`config.mk`:
```
export PLATFORM = sky130hd
export DESIGN_NAME = usb_rx_bit_sequencer_flat
export DESIGN_NICKNAME = d
export VERILOG_FILES = /design/src/rtl/usb_rx_bit_sequencer_if.sv /design/src/rtl/usb_rx_bit_sequencer.sv /design/src/flat_wrapper.sv
export SDC_FILE = /design/constraint.sdc
export NUM_CORES = 1
export LEC_CHECK = 0
export CAP_MARGIN = 20
export CORE_ASPECT_RATIO = 1.75
export CORE_MARGIN = 2
export CORE_UTILIZATION = 35
export CTS_CLUSTER_DIAMETER = 40
export DETAILED_ROUTE_END_ITERATION = 16
export SYNTH_ARGS = -nofsm -noshare
export SYNTH_HDL_FRONTEND = slang
export SYNTH_SLANG_ARGS = --single-unit
export TNS_END_PERCENT = 5
```
`constraint.sdc`:
```
create_clock -name clk -period 2 [get_ports clk]
set_clock_uncertainty 0.2 [all_clocks]
set_input_delay 0.5 -clock clk [delete_from_list [all_inputs] [get_ports clk]]
set_output_delay 0.5 -clock clk [all_outputs]
set_load 0.005 [all_outputs]
```
`src/rtl/usb_rx_bit_sequencer_if.sv`:
```
// Bus between the USB receive bit sequencer and its environment.
// slave  : the sequencer (takes line/enable, drives strobes and status).
// master : the driver side (drives line/enable, observes strobes and status).
// Signals: enable, d_plus, d_minus (to sequencer); shift_enable, serial_bit,
//          byte_done, eop, rx_err, busy (from sequencer).
interface usb_rx_bit_sequencer_if;
   logic enable;
   logic d_plus;
   logic d_minus;
   logic shift_enable;
   logic serial_bit;
   logic byte_done;
   logic eop;
   logic rx_err;
   logic busy;

   modport slave (
      input  enable, d_plus, d_minus,
      output shift_enable, serial_bit, byte_done, eop, rx_err, busy
   );

   modport master (
      output enable, d_plus, d_minus,
      input  shift_enable, serial_bit, byte_done, eop, rx_err, busy
   );
endinterface

```
`src/rtl/usb_rx_bit_sequencer.sv`:
```
// USB 1.1 full-speed receive bit sequencer: recovers bit timing from the
// synchronized D+/D- pair, NRZI-decodes, removes stuffed bits and strobes
// decoded bits into an LSB-first 8-bit shift register. Reports byte
// boundaries, end-of-packet and receive errors.
// Ports: clk, n_rst (async active-low), bus (slave modport):
//   enable, d_plus, d_minus in; shift_enable, serial_bit, byte_done, eop,
//   rx_err, busy out (all registered).
module usb_rx_bit_sequencer #(
   parameter int unsigned CLKS_PER_BIT = 8,
   parameter int unsigned SAMPLE_POINT = 3
) (
   input logic                     clk,
   input logic                     n_rst,
   usb_rx_bit_sequencer_if.slave   bus
);

   localparam int unsigned CNT_W = $clog2(CLKS_PER_BIT);

   typedef enum logic [1:0] {IDLE, RECEIVE, SE0_1, ABORT} state_t;

   state_t           state_q, state_d;
   logic [CNT_W-1:0] cnt_q, cnt_d;
   logic             dp_last_q;
   logic             prev_sample_q, prev_sample_d;
   logic [2:0]       ones_cnt_q, ones_cnt_d;
   logic [2:0]       bit_cnt_q, bit_cnt_d;
   logic             byte_pend_q, byte_pend_d;
   logic             shift_q, shift_d;
   logic             sbit_q, sbit_d;
   logic             byte_done_q, byte_done_d;
   logic             eop_q, eop_d;
   logic             err_q, err_d;
   logic             busy_q;

   logic dp_edge_c, se0_c, line_j_c, sample_c, decoded_c;

   assign dp_edge_c = (bus.d_plus != dp_last_q);
   assign se0_c     = !bus.d_plus && !bus.d_minus;
   assign line_j_c  =  bus.d_plus && !bus.d_minus;
   assign sample_c  = (state_q != IDLE) && (cnt_q == CNT_W'(SAMPLE_POINT));
   assign decoded_c = (bus.d_plus == prev_sample_q);

   // State and datapath registers
   always_ff @(posedge clk or negedge n_rst) begin
      if (!n_rst) begin
         state_q       <= IDLE;
         cnt_q         <= '0;
         dp_last_q     <= 1'b1;
         prev_sample_q <= 1'b1;
         ones_cnt_q    <= '0;
         bit_cnt_q     <= '0;
         byte_pend_q   <= 1'b0;
         shift_q       <= 1'b0;
         sbit_q        <= 1'b0;
         byte_done_q   <= 1'b0;
         eop_q         <= 1'b0;
         err_q         <= 1'b0;
         busy_q        <= 1'b0;
      end else begin
         state_q       <= state_d;
         cnt_q         <= cnt_d;
         dp_last_q     <= bus.d_plus;
         prev_sample_q <= prev_sample_d;
         ones_cnt_q    <= ones_cnt_d;
         bit_cnt_q     <= bit_cnt_d;
         byte_pend_q   <= byte_pend_d;
         shift_q       <= shift_d;
         sbit_q        <= sbit_d;
         byte_done_q   <= byte_done_d;
         eop_q         <= eop_d;
         err_q         <= err_d;
         busy_q        <= (state_d != IDLE);
      end
   end

   // Next-state, counters and strobe generation
   always_comb begin
      state_d       = state_q;
      prev_sample_d = prev_sample_q;
      ones_cnt_d    = ones_cnt_q;
      bit_cnt_d     = bit_cnt_q;
      byte_pend_d   = 1'b0;
      shift_d       = 1'b0;
      sbit_d        = 1'b0;
      byte_done_d   = byte_pend_q;
      eop_d         = 1'b0;
      err_d         = 1'b0;

      // Bit timing: resync on every D+ transition, otherwise free-run
      if (state_q == IDLE || dp_edge_c)
         cnt_d = '0;
      else if (cnt_q == CNT_W'(CLKS_PER_BIT - 1))
         cnt_d = '0;
      else
         cnt_d = cnt_q + CNT_W'(1);

      case (state_q)
         IDLE: begin
            // J->K transition marks the start of SYNC
            if (dp_last_q && !bus.d_plus && bus.d_minus) begin
               state_d       = RECEIVE;
               prev_sample_d = 1'b1;
               ones_cnt_d    = '0;
               bit_cnt_d     = '0;
            end
         end
         RECEIVE: begin
            if (sample_c) begin
               if (se0_c) begin
                  state_d = SE0_1;
               end else begin
                  prev_sample_d = bus.d_plus;
                  if (ones_cnt_q == 3'd6) begin
                     if (decoded_c) begin
                        err_d   = 1'b1;
                        state_d = ABORT;
                     end else begin
                        ones_cnt_d = '0;
                     end
                  end else begin
                     shift_d    = 1'b1;
                     sbit_d     = decoded_c;
                     ones_cnt_d = decoded_c ? ones_cnt_q + 3'd1 : 3'd0;
                     bit_cnt_d  = bit_cnt_q + 3'd1;
                     byte_pend_d = (bit_cnt_q == 3'd7);
                  end
               end
            end
         end
         SE0_1: begin
            if (sample_c) begin
               if (se0_c) begin
                  eop_d   = 1'b1;
                  err_d   = (bit_cnt_q != 3'd0);
                  state_d = IDLE;
               end else begin
                  err_d   = 1'b1;
                  state_d = ABORT;
               end
            end
         end
         ABORT: begin
            if (sample_c && line_j_c) state_d = IDLE;
         end
         default: state_d = IDLE;
      endcase

      // Disarm wins over everything and suppresses all strobes
      if (!bus.enable) begin
         state_d     = IDLE;
         cnt_d       = '0;
         byte_pend_d = 1'b0;
         shift_d     = 1'b0;
         sbit_d      = 1'b0;
         byte_done_d = 1'b0;
         eop_d       = 1'b0;
         err_d       = 1'b0;
      end
   end

   assign bus.shift_enable = shift_q;
   assign bus.serial_bit   = sbit_q;
   assign bus.byte_done    = byte_done_q;
   assign bus.eop          = eop_q;
   assign bus.rx_err       = err_q;
   assign bus.busy         = busy_q;

endmodule
```
`src/flat_wrapper.sv`:
```
// flat-port wrapper written by rule: the top's interface ports become plain ports
module usb_rx_bit_sequencer_flat 
#(
   parameter int unsigned CLKS_PER_BIT = 8,
   parameter int unsigned SAMPLE_POINT = 3
)
  (clk, n_rst, bus_enable, bus_d_plus, bus_d_minus, bus_shift_enable, bus_serial_bit, bus_byte_done, bus_eop, bus_rx_err, bus_busy);
  usb_rx_bit_sequencer_if bus_i ();
  input logic clk;
  input logic n_rst;
  input wire logic [$bits(bus_i.enable)-1:0] bus_enable;
  input wire logic [$bits(bus_i.d_plus)-1:0] bus_d_plus;
  input wire logic [$bits(bus_i.d_minus)-1:0] bus_d_minus;
  output wire logic [$bits(bus_i.shift_enable)-1:0] bus_shift_enable;
  output wire logic [$bits(bus_i.serial_bit)-1:0] bus_serial_bit;
  output wire logic [$bits(bus_i.byte_done)-1:0] bus_byte_done;
  output wire logic [$bits(bus_i.eop)-1:0] bus_eop;
  output wire logic [$bits(bus_i.rx_err)-1:0] bus_rx_err;
  output wire logic [$bits(bus_i.busy)-1:0] bus_busy;
  assign bus_i.enable = bus_enable;
  assign bus_i.d_plus = bus_d_plus;
  assign bus_i.d_minus = bus_d_minus;
  assign bus_shift_enable = bus_i.shift_enable;
  assign bus_serial_bit = bus_i.serial_bit;
  assign bus_byte_done = bus_i.byte_done;
  assign bus_eop = bus_i.eop;
  assign bus_rx_err = bus_i.rx_err;
  assign bus_busy = bus_i.busy;
  usb_rx_bit_sequencer #(.CLKS_PER_BIT(CLKS_PER_BIT), .SAMPLE_POINT(SAMPLE_POINT)) u_core (.clk(clk), .n_rst(n_rst), .bus(bus_i));
endmodule
```
# Word-level counts from Yosys, hierarchy flattened
# Cells that the tools add are included.
[totals]
elab_cells = 103
ff_bits = 20
out_inout_bits = 6
input_bits = 5
[op_classes]
add_sub_neg = 3
eq_ne = 14
mux = 56
reduce_logical = 17
[op_table]
columns = ["cell", "count"]
rows = [
  ["$mux W3", 12],
  ["$mux W1", 30],
  ["$mux W2", 9],
  ["$pmux W3 S2", 2],
  ["$reduce_and A5 Y1", 2],
  ["$add A3 B1 Y3 const B", 3],
  ["$eq A3 B3 Y1 const B", 3],
  ["$pmux W2 S4", 1],
  ["$logic_and A1 B1 Y1", 6],
  ["$ne A2 B2 Y1 const B", 3],
  ["$reduce_bool A2 Y1", 3],
  ["$eq A2 B2 Y1 const B", 2],
  ["$pmux W1 S2", 2],
  ["$reduce_and A4 Y1", 1],
  ["$eq A3 B2 Y1 const B", 1],
  ["$ne A3 B3 Y1 const B", 1],
  ["$reduce_bool A3 Y1", 1],
  ["$eq A2 B1 Y1 const B", 1],
  ["$logic_not A1 Y1", 2],
  ["$logic_not A2 Y1", 1],
  ["$ne A2 B1 Y1 const B", 1],
  ["$eq A1 B1 Y1", 1],
  ["$logic_or A1 B1 Y1", 1],
  ["$ne A1 B1 Y1", 1],
]

# Longest topological paths before layout
[depth]
depth_word = 8
depth_mapped = 8
ltp_nobuf = 7

# Worst setup path before layout
# OpenSTA, ideal clock, no wires.
[synth_path]
path_kind = "flip-flop to flip-flop"
start = "register u_core.state_q[0]"
end = "register u_core.busy_q, in the netlist u_core.bus.busy"
path_buffers = 0
path_stages_with_launch = 8
arrival_ns = 1.852
t_required_ns = 1.676
setup_time_ns = 0.124
synth_period_minus_slack_ns = 2.176
slack_ns = -0.176
cell_sequence = "dfrtp_1 > inv_1 > ha_1 > or4b_4 > a21oi_2 > nand2_1 > a32o_2 > or2_1"
[synth_between]
elab_chain_cells = 7
word_cells_on_any_way = 17
cone_classes = "eq/ne: 3; mux: 9; reduce/logical: 5"
[synth_rtl]
columns = ["element", "line_no", "text"]
rows = [
  ["from (decl)", "usb_rx_bit_sequencer.sv:21", "state_t state_q, state_d;"],
  ["from (signal assigned)", "usb_rx_bit_sequencer.sv:60", "state_q <= state_d;"],
  ["$reduce_bool A2 Y1", "usb_rx_bit_sequencer.sv:40", "assign sample_c = (state_q != IDLE) && (cnt_q == CNT_W'(SAMPLE_POINT));"],
  ["$logic_and A1 B1 Y1", "usb_rx_bit_sequencer.sv:40", ""],
  ["$logic_and A1 B1 Y1", "usb_rx_bit_sequencer.sv:143", "if (sample_c && line_j_c) state_d = IDLE;"],
  ["$mux W2", "usb_rx_bit_sequencer.sv:143", ""],
  ["$pmux W2 S4 (*)", "usb_rx_bit_sequencer.sv:97", "case (state_q)"],
  ["$mux W2 (*)", "usb_rx_bit_sequencer.sv:149", "if (!bus.enable) begin"],
  ["via u_core.state_d[1]", "usb_rx_bit_sequencer.sv:21", ""],
  ["$reduce_bool A2 Y1 (*)", "usb_rx_bit_sequencer.sv:72", "busy_q <= (state_d != IDLE);"],
  ["to (signal assigned)", "usb_rx_bit_sequencer.sv:72", ""],
  ["to (decl)", "usb_rx_bit_sequencer.sv:33", "logic busy_q;"],
]
# The timed path passes the listed nets; every way through them passes the cells marked *.
# A chain may end at the register's enable or synchronous reset.

# Final worst setup path
[layout_path]
start = "register u_core.cnt_q[0]"
end = "register u_core.busy_q, in the netlist u_core.bus.busy"
[layout_between]
elab_chain_cells = 7
word_cells_on_any_way = 9
cone_classes = "eq/ne: 1; mux: 5; reduce/logical: 3"
[layout_rtl]
columns = ["element", "line_no", "text"]
rows = [
  ["from (decl)", "usb_rx_bit_sequencer.sv:22", "logic [CNT_W-1:0] cnt_q, cnt_d;"],
  ["from (signal assigned)", "usb_rx_bit_sequencer.sv:61", "cnt_q <= cnt_d;"],
  ["$eq A3 B2 Y1 (*)", "usb_rx_bit_sequencer.sv:40", ""],
  ["$logic_and A1 B1 Y1 (*)", "usb_rx_bit_sequencer.sv:40", ""],
  ["$logic_and A1 B1 Y1", "usb_rx_bit_sequencer.sv:143", ""],
  ["$mux W2", "usb_rx_bit_sequencer.sv:143", ""],
  ["$pmux W2 S4 (*)", "usb_rx_bit_sequencer.sv:97", ""],
  ["$mux W2 (*)", "usb_rx_bit_sequencer.sv:149", ""],
  ["via u_core.state_d[1]", "usb_rx_bit_sequencer.sv:21", ""],
  ["$reduce_bool A2 Y1 (*)", "usb_rx_bit_sequencer.sv:72", ""],
]
# Marked as above.

==> reports/summary.txt <==
Most common flop cell mapped by yosys: dfrtp_1
Met1 track demand over resource: 0.187
Count of hold-fix buffers inserted at cts: 0
GRT Max-Usage Layer: met2
Via count of the routed design: 928
Worst path cell trace: ha_4 -> ha_4 -> or4b_4 -> a21oi_2 -> nand2_1 -> a32o_2 -> or2_1
Count of endpoints failing hold in the final timing report: 0
Final TNS setup: -0.109 ns
Sw frac: 0.267
CTS Root Cell: clkbuf_8
Antenna fix cells: 0
Most used cells in the layout excluding fill and tap cells: 21 x buf_4, 18 x dfrtp_1, 11 x nand2_1
Final design area excluding fillers: 1580 um^2
DRC violation total after the first TritonRoute iteration: 16
Fraction of post-synthesis cell area in the top cell type by area: 0.386
DRT Pass-1 Iters: 2
Asr flop ratio synth: 1.00
Weighted congestion at the end of routability-driven global placement: 0.831
Data arrival at the endpoint of the critical path: 2.04 ns
Flop pwr share: 0.444
Overall routing resource usage: 0.161
Part of the power in combinational logic: 0.237
Power per cell area: 618 nW/um^2
Placeable Area: 3180 um^2
Slowest CP cell: or4b_4
Synth warnings: 0
Slew Limit Headroom: 0.799
Worst setup slack after placement: -0.501 ns
Leading post-synthesis cells by cell area: dfrtp_1 39%, ha_1 15%, dfstp_2 4.5%
WP data required: 1.95 ns
Worst supply voltage drop on vdd: 0.441 mV
Number of antenna violations at the first check in global routing: 0
Average via count per standard cell: 4.96
Area of the die: 3830 um^2
Final Worst Setup Slack: -0.0914 ns
Kind of start point of the critical path: flop
Net count after synthesis: 130
Core occupancy in the finished layout: 0.499
Part of the total power dissipated in the clock network: 0.319
Hold Worst Slack: 0.260 ns
Vertical die dimension: 80.4 um
Initial standard-cell utilization of the core: 0.368
Sequential fraction of the synthesis area: 0.431
Net load switching power: 0.261 mW
Num Clock Sinks: 20
Synth-to-layout area growth: 35.7%
Worst Max-Slew Pin Slew: 0.300 ns
Post-route ant nets: 0
Number of top-level design ports: 11
Number of standard cells after synthesis: 111
Average cell area after synthesis: 10.5 um^2
Unrepaired setup endpoints after global routing: yes
Finish-stage setup viols: 3
Routed WL per cell: 13.7 um
H-Tree Depth: 1
Count of max-cap constraint violations: 0
Number of fill cells: 320
Dpl cell area: 1460 um^2
Most frequent standard cell in the layout excluding fill and tap cells: buf_4
Internal Dissipation: 0.718 mW
CP endpoint kind: flop
Met3 usage: 0.0202
Final cell count without fillers: 187
Cell type contributing the most total cell area after synthesis: dfrtp_1
Slowest Stage Delay on Critical Path: 0.48 ns
Remaining global-route overflow: 0
Total length of routed wires: 2560 um
Layout Nets: 164
TritonCTS Buffers: 3
Number of enable-type register cells in the synthesized netlist: 0
Number of distinct library cells after synthesis: 40
Area taken by flip-flops and latches: 503 um^2
Post-DP HPWL: 1960 um
Top cell by count, worst path: ha_4
HP Class: flop to flop
CP max FO: 3
Global-route wire length before repair: 4390 um
Post-layout total power: 0.979 mW
Slew Viols, Final: 0
Flop and latch count out of synthesis: 20
Vias in the first global route: 982
Clock tree from TritonCTS: yes
Maximum number of pins on one net before global-route repair: 21
Number of port buffers: 10
Worst-case clock buffer depth: 2
FMAX: 478 MHz
Violated checks: negative setup slack
Static leakage: 0.732 nW
Min Clock Period, post-route: 2.09 ns
Synthesized cell area: 1170 um^2
Clock insertion delay at the later pin of the skew report: 0.26 ns
Width of the die: 47.7 um
Std-Cell Rows: 27
Post-CTS clock slew at the launch and capture registers of the worst setup and hold paths: 0.08 ns
Dpl cells: 182
Status: complete, but fails checks
Share of final-layout standard cells stronger than drive strength 1: 0.326
Ratio of final minimum period to clock period: 1.05
Area occupied by multi-input gates: 664 um^2
Critical path class: flop to flop
GRT met2 Usage: 0.281
Total DRC errors in the routed layout: 0
-- final timing paths --
path / slack [ns] / end / startpoint / depth (start not counted)
hold reg to reg: 0.26 / u_core.bus.byte_done$_DFF_PN0_ / u_core.byte_pend_q$_DFF_PN0_ / 1
max in group asynchronous: 0.95 / u_core.dp_last_q$_DFF_PN1_ / n_rst / 2
min in group asynchronous: 0.37 / u_core.bit_cnt_q[1]$_DFFE_PN0P_ / n_rst / 2
setup / recovery: -0.09 / u_core.bus.busy$_DFF_PN0_ / u_core.cnt_q[0]$_DFF_PN0_ / 7
hold / removal: 0.26 / u_core.bus.byte_done$_DFF_PN0_ / u_core.byte_pend_q$_DFF_PN0_ / 1
setup reg to reg: -0.09 / u_core.bus.busy$_DFF_PN0_ / u_core.cnt_q[0]$_DFF_PN0_ / 7
-- logic make-up (layout without fill, tap and decap cells) --
group	Yosys count	after routing	synth area share
muxes	2	2	0.0193
adders and majority gates	14	14	0.150
DFF	20	20	0.431
xor gates and xnor gates	1	1	0.00750
and+or+nand+nor	35	35	0.171
AOI/OAI and AO/OA	25	25	0.160
buffers and inverters	14	47	0.0611
-- Yosys cell counts, types with 2 or more instances --
cell type / n
dfrtp_1: 18
ha_1: 14
inv_1: 11
nand2_1: 11
o21ai_0: 7
a31oi_1: 4
nor2_1: 4
a21oi_1: 2
a22o_1: 2
and2_1: 2
and3_1: 2
buf_6: 2
dfstp_2: 2
mux2_2: 2
nor2b_1: 2
nor3_1: 2
-- per-layer routing --
metal  up-vias  share of wire  wire [um]
met5         -              0          0
met4         0          0.018         45
met3         4          0.016         41
met2         9           0.56       1440
met1       455           0.40       1030
li1        460              -          -
-- repair_timing --
item	4_1_cts	5_1_grt
buffers inserted	1	0
pin swaps	3	0
endpoints found under the setup margin	13	10
gates resized for setup	15	1
endpoints found under the hold margin	0	0
gates cloned	0	0
-- layout make-up --
cell class                      count  area share
Multi-Input combinational cell     77       0.419
Sequential cell                    20       0.318
Timing Repair Buffer               32       0.168
Clock buffer                        4      0.0348
Tap cell                           43      0.0340
Inverter                           11      0.0261
-- sequential cells by signal, summed over array words and instances, names as in the netlist --
register / cells
u_core.dp_last_q: 1
u_core.state_q: 2
u_core.bus.shift_enable: 1
u_core.bit_cnt_q: 3
u_core.bus.eop: 1
u_core.bus.rx_err: 1
u_core.prev_sample_q: 1
u_core.bus.byte_done: 1
u_core.bus.busy: 1
u_core.bus.serial_bit: 1
u_core.ones_cnt_q: 3
u_core.cnt_q: 3
u_core.byte_pend_q: 1
-- critical path, delay by kind of cell (launching register included) --
family,cells,cell delay (ns)
fa+ha+maj,2,0.29
compound gates,2,0.38
flops,1,0.39
simple gates,3,0.73
-- power by group through the flow --
stage	clock network [mW]	registers, mW	logic [mW]
2_1_floorplan	0	0.441	0.128
3_3_place_gp	0	0.441	0.219
3_5_place_dp	0	0.441	0.222
4_1_cts	0.322	0.435	0.234
5_1_grt	0.343	0.438	0.256
6_report	0.312	0.435	0.232
Note: power is estimated with default switching activity, not from simulation.
